### src/rtl/data_bus_arbiter_pkg.sv
// Shared definitions for the two-master data bus arbiter: master identifiers,
// the lock-owner encoding and small helpers used by the top and the picker.
package data_bus_arbiter_pkg;

    localparam logic MASTER_CPU = 1'b0;
    localparam logic MASTER_DMA = 1'b1;

    // Lock owner record: valid=0 means no master holds the bus.
    typedef struct packed {
        logic valid;
        logic owner;
    } lock_t;

    localparam lock_t LOCK_NONE = 2'b00;

    // Build a held-lock record for the given master.
    function automatic lock_t make_lock(input logic owner);
        lock_t l;
        l.valid = 1'b1;
        l.owner = owner;
        return l;
    endfunction

    // One-hot grant vector for a single selected master.
    function automatic logic [1:0] onehot2(input logic sel);
        logic [1:0] g;
        if (sel == MASTER_DMA) begin
            g = 2'b10;
        end else begin
            g = 2'b01;
        end
        return g;
    endfunction

endpackage

### src/rtl/data_bus_arbiter_rr_arbiter2.sv
// Two-way picker: lone requester wins; on a tie an unexpired lock holder
// wins, otherwise the master that did not win last (or m0 in fixed mode).
module rr_arbiter2
    import data_bus_arbiter_pkg::*;
#(
    parameter int FIXED_PRIO = 0
) (
    input  logic [1:0] i_req,
    input  logic       i_last_winner,
    input  lock_t      i_lock,
    input  logic       i_burst_expired,
    output logic [1:0] o_grant
);

    // Combinational winner selection, at most one bit set.
    always_comb begin
        o_grant = 2'b00;
        case (i_req)
            2'b01: o_grant = 2'b01;
            2'b10: o_grant = 2'b10;
            2'b11: begin
                if (i_lock.valid && !i_burst_expired) begin
                    o_grant = onehot2(i_lock.owner);
                end else if (FIXED_PRIO != 0) begin
                    o_grant = onehot2(MASTER_CPU);
                end else begin
                    o_grant = onehot2(~i_last_winner);
                end
            end
            default: o_grant = 2'b00;
        endcase
    end

endmodule

### src/rtl/data_bus_arbiter.sv
// Shares one slave data port between the CPU (m0) and the DMA engine (m1).
// Same-cycle grant, read data routed back to the issuer one cycle later,
// bounded lock bursts with a one-idle-cycle grace period for the lock owner.
module data_bus_arbiter
    import data_bus_arbiter_pkg::*;
#(
    parameter int ADDR_W     = 32,
    parameter int DATA_W     = 32,
    parameter int MAX_BURST  = 8,
    parameter int FIXED_PRIO = 0
) (
    input  logic                clk,
    input  logic                rst,
    input  logic                m0_req,
    input  logic                m0_lock,
    input  logic [ADDR_W-1:0]   m0_addr,
    input  logic [DATA_W-1:0]   m0_wdata,
    input  logic [DATA_W/8-1:0] m0_wstrb,
    output logic                m0_gnt,
    output logic                m0_rvalid,
    output logic [DATA_W-1:0]   m0_rdata,
    input  logic                m1_req,
    input  logic                m1_lock,
    input  logic [ADDR_W-1:0]   m1_addr,
    input  logic [DATA_W-1:0]   m1_wdata,
    input  logic [DATA_W/8-1:0] m1_wstrb,
    output logic                m1_gnt,
    output logic                m1_rvalid,
    output logic [DATA_W-1:0]   m1_rdata,
    output logic [ADDR_W-1:0]   s_addr,
    output logic [DATA_W-1:0]   s_wdata,
    output logic [DATA_W/8-1:0] s_wstrb,
    input  logic [DATA_W-1:0]   s_rdata
);

    localparam int                STRB_W    = DATA_W / 8;
    localparam int                CNT_W     = $clog2(MAX_BURST + 1);
    localparam logic [CNT_W-1:0]  BURST_MAX = CNT_W'(MAX_BURST);
    localparam logic [CNT_W-1:0]  CNT_ONE   = CNT_W'(1);

    logic             r_last_winner;
    lock_t            r_lock;
    logic [CNT_W-1:0] r_burst_cnt;
    logic             r_idle;
    logic             r_rd_pend;
    logic             r_rd_tag;

    logic [1:0]        w_grant_raw;
    logic [1:0]        w_grant;
    logic              w_any_gnt;
    logic              w_winner;
    logic              w_win_lock;
    logic [STRB_W-1:0] w_win_strb;
    logic              w_burst_expired;

    assign w_burst_expired = (r_burst_cnt >= BURST_MAX);

    rr_arbiter2 #(
        .FIXED_PRIO (FIXED_PRIO)
    ) u_pick (
        .i_req           ({m1_req, m0_req}),
        .i_last_winner   (r_last_winner),
        .i_lock          (r_lock),
        .i_burst_expired (w_burst_expired),
        .o_grant         (w_grant_raw)
    );

    // Suppress grants during reset and derive the winner's attributes.
    always_comb begin
        if (rst) begin
            w_grant = 2'b00;
        end else begin
            w_grant = w_grant_raw;
        end
        w_any_gnt  = |w_grant;
        w_winner   = w_grant[1];
        w_win_lock = w_grant[1] ? m1_lock  : m0_lock;
        w_win_strb = w_grant[1] ? m1_wstrb : m0_wstrb;
    end

    assign m0_gnt = w_grant[0];
    assign m1_gnt = w_grant[1];

    // Slave-side mux: winner drives the port; idle bus shows m0 with no strobes.
    always_comb begin
        if (w_grant[1]) begin
            s_addr  = m1_addr;
            s_wdata = m1_wdata;
            s_wstrb = m1_wstrb;
        end else if (w_grant[0]) begin
            s_addr  = m0_addr;
            s_wdata = m0_wdata;
            s_wstrb = m0_wstrb;
        end else begin
            s_addr  = m0_addr;
            s_wdata = m0_wdata;
            s_wstrb = {STRB_W{1'b0}};
        end
    end

    // Pointer, lock owner, burst counter and idle grace tracking.
    always_ff @(posedge clk) begin
        if (rst) begin
            r_last_winner <= MASTER_CPU;
            r_lock        <= LOCK_NONE;
            r_burst_cnt   <= {CNT_W{1'b0}};
            r_idle        <= 1'b0;
        end else if (w_any_gnt) begin
            r_last_winner <= w_winner;
            r_idle        <= 1'b0;
            if (w_win_lock) begin
                r_lock <= make_lock(w_winner);
                if (r_lock.valid && (r_lock.owner == w_winner)) begin
                    r_burst_cnt <= w_burst_expired ? r_burst_cnt : r_burst_cnt + CNT_ONE;
                end else begin
                    r_burst_cnt <= CNT_ONE;
                end
            end else begin
                r_lock      <= LOCK_NONE;
                r_burst_cnt <= {CNT_W{1'b0}};
            end
        end else if (r_lock.valid) begin
            // Lock survives one idle cycle; a second one releases it.
            if (r_idle) begin
                r_lock      <= LOCK_NONE;
                r_burst_cnt <= {CNT_W{1'b0}};
                r_idle      <= 1'b0;
            end else begin
                r_idle <= 1'b1;
            end
        end else begin
            r_idle <= 1'b0;
        end
    end

    // Read-return tag: remember which master issued the granted read.
    always_ff @(posedge clk) begin
        if (rst) begin
            r_rd_pend <= 1'b0;
            r_rd_tag  <= MASTER_CPU;
        end else if (w_any_gnt && (w_win_strb == {STRB_W{1'b0}})) begin
            r_rd_pend <= 1'b1;
            r_rd_tag  <= w_winner;
        end else begin
            r_rd_pend <= 1'b0;
            r_rd_tag  <= r_rd_tag;
        end
    end

    // Route the returning read strobe to the tagged master only.
    always_comb begin
        m0_rvalid = 1'b0;
        m1_rvalid = 1'b0;
        if (!rst && r_rd_pend) begin
            if (r_rd_tag == MASTER_DMA) begin
                m1_rvalid = 1'b1;
            end else begin
                m0_rvalid = 1'b1;
            end
        end else begin
            m0_rvalid = 1'b0;
            m1_rvalid = 1'b0;
        end
    end

    assign m0_rdata = s_rdata;
    assign m1_rdata = s_rdata;

endmodule

### config.mk
export PLATFORM = sky130hd
export DESIGN_NAME = data_bus_arbiter
export DESIGN_NICKNAME = d
export VERILOG_FILES = /design/src/rtl/data_bus_arbiter_pkg.sv /design/src/rtl/data_bus_arbiter_rr_arbiter2.sv /design/src/rtl/data_bus_arbiter.sv
export SDC_FILE = /design/constraint.sdc
export NUM_CORES = 1
export LEC_CHECK = 0
export ABC_AREA = 1
export BUFFER_PORTS_ARGS = -buffer_cell sky130_fd_sc_hd__buf_4
export CAP_MARGIN = 5
export CELL_PAD_IN_SITES_DETAIL_PLACEMENT = 0
export CELL_PAD_IN_SITES_GLOBAL_PLACEMENT = 1
export CORE_AREA = 2 2 120 122
export CTS_BUF_LIST = sky130_fd_sc_hd__clkbuf_8
export DETAILED_ROUTE_END_ITERATION = 6
export DIE_AREA = 0 0 122 124
export GPL_TIMING_DRIVEN = 0
export PLACE_DENSITY_LB_ADDON = 0.1
export SLEW_MARGIN = 0
export SYNTH_ARGS = -nofsm -noshare
export SYNTH_HDL_FRONTEND = slang
export SYNTH_SLANG_ARGS = --single-unit
### constraint.sdc
create_clock -name clk -period 2.3 [get_ports clk]
set_input_delay 0.115 -clock clk [delete_from_list [all_inputs] [get_ports clk]]
set_output_delay 0.115 -clock clk [all_outputs]
set_load 0.1 [all_outputs]
==> metrics <==
status=finished, final reports clean; Netlist cell types=25; P_leak=0.00265 uW; dominant cell type by area after synthesis=nand2_1; worst skew pair latency=240 ps; clk root buf=clkbuf_8; placed inst area=4250 um^2; CTS buffer count=3; CTS max path bufs=2; Setup Crit Path Kind=flop to output pin; Max Clock Skew=about 9.0 ps; Final Hold Fails=0; ys flop type=dfxtp_1; top cells by area, synth=nand2_1, buf_4, dfxtp_1; XOR/XNOR Fraction of Synth Area=0.453%; ratio of total power to cell area=568 nW/um^2; Detailed Route WL=10400 um; Crit path required time=approximately 2200 ps; minimum clock period=2120 ps; Clock Pin Slew Worst Setup and Hold Paths=around 50 ps; CTS tree=built; Sink Count=10; Syn Std Cell Area=1930 um^2; Placer Congestion=0.773; Std-Cell Rows=43; die width=122 um; Gate Count Post-Synth=373; Final ANT Viol Nets=0; worst slew pin tran=406 ps; n_diodes=0; main combinational cell family by area after synthesis=simple AND/OR/NAND/NOR gates; Post-synth top cells=nand2_1, buf_4, inv_1; post_cts resized=0; CTS H-tree lvls=1; asr flop ratio synth=0%; TritonRoute pass-1 iters=4; fmax=approximately 470 MHz; WL per Instance=12.5 um; vias in the first global route=2985; global-route wire length before repair=14800 um; initial core utilization=14.1%; Placed Instances=830; final setup vio count=0; largest net degree at the start of global routing=11; fin cells=834; placed wire-length estimate=9370 um; final instance area=4430 um^2; nets@finish=831; Peak VDD IR=between 200 and 300 uV; slew margin rel.=72.9%; area share of the largest cell type after synthesis=43.3%; Avg Inst Size Synth=5.18 um^2; RSZ-0062 raised after global routing=true; top-count cell post-synth=nand2_1; Warnings, synthesis=0; hold crit path type=input pin to flop; MaxCap Viol Count=0; final worst-path cycle share=92.0%; Die Y-Extent=124 um; I/O Buffers=277; Syn Nets=549; mux contribution to synthesized area=0%; initial detailed-routing violation count=41; via count=a little over 3k; layout cells sized above 1=56.6%; Max FO, Critical Path=10; register area share after synthesis=10.4%; Synth Register Bits=10; Worst Setup End Kind=output pin; IO Count=a little over 300; Adder-Cell Fraction of Synth Area=1.30%; DR vias/cell=3.71; number of flops mapped to enable cells by yosys=0; post-CTS setup buffers=0; Layout area overhead=129%; initial antenna violation count=0; total gr overflow=0; post-synthesis compound-gate area fraction=4.73%; simple-gate share of the synthesized area=51.4%; GRT Total Usage=between 10% and 20%; cts hold-fix bufs=0; Die Area=15100 um^2; arrival time worst endpoint=around 2000 ps; TNS Setup=0 ps; CP Launch Type=flop; drt drc=0; final-report max-slew violation count=0; core region area=13700 um^2
-- layout make-up --
type / instances / area (um^2)
buffer: 78 / 562
clock buffer: 4 / 55.1
fill: 1552 / 9290
inverter: 17 / 63.8
multi-input combinational: 268 / 1130
sequential: 10 / 201
tap: 180 / 225
timing repair buffer: 277 / 2200
-- routing by layer --
layer	up-vias	global-route usage [%]	share of wire (%)
li1	1628	-	-
met1	1323	11.6	30
met2	134	25.7	58
met3	6	4.72	11
met4	0	1.29	1.2
met5	-	0	0
-- flip-flops by register name, summed over array words and instances, names as in the netlist --
name	cells
r_burst_cnt	4
r_idle	1
r_last_winner	1
r_lock	2
r_rd_pend	1
r_rd_tag	1
-- stage by stage --
stage               power (uW)  setup slack (ps)  hold slack (ps)  utilization [%]
CTS                       2490              38.1              108             31.4
global placement          2260               326              356             31.0
detailed placement        2270               308              360             31.0
floorplan                 1740              22.0              184                -
global route              2610             -23.6              112             32.3
finish                    2520               185              104             32.3
-- cells in the final DEF (no fill, tap or decap), drive strengths merged --
master,instances
nor3,1
ha,2
clkbuf,9
o31ai,1
inv,17
nor2,12
a21oi,7
buf,350
dfxtp,10
xor2,1
nand4,5
nand3,7
nand3b,1
nand2,224
o211ai,1
o21ai,6
-- power by group --
part           internal (uW)  total [uW]  switching (uW)
Combinational            545        2100            1560
Sequential               183         191            7.83
Clock                    151         223            72.8
Total                    878        2520            1640
-- cell families (layout without fill, tap and decap cells) --
kind of cell,Yosys count,count (layout)
and+or+nand+nor,250,250
buffers and inverters,95,376
AOI/OAI and AO/OA,15,15
adders and majority gates,2,2
xor gates and xnor gates,1,1
DFF,10,10
-- critical path, stage by stage (launching register included) --
cell and delay (ps):
dfxtp_1 310, inv_1 110, nand3_1 100, nand3_2 140, nand3_4 130, inv_2 140
buf_4 200, clkbuf_4 210, nand2_1 60, nand2_1 70, buf_4 290
-- path summary, 6_finish.rpt --
| path | start | endpoint | slack [ps] | depth (start not counted) |
|---|---|---|---|---|
| min reg2reg | r_last_winner$_SDFFE_PP0P_ | r_last_winner$_SDFFE_PP0P_ | 470 | 2 |
| min | rst | r_burst_cnt[2]$_SDFFE_PP0P_ | 100 | 2 |
| max reg2reg | r_burst_cnt[3]$_SDFFE_PP0P_ | r_burst_cnt[0]$_SDFFE_PP0P_ | 730 | 10 |
| max | r_burst_cnt[3]$_SDFFE_PP0P_ | s_wdata[23] | 180 | 10 |
No activity file was read; power rests on OpenSTA's default activity.
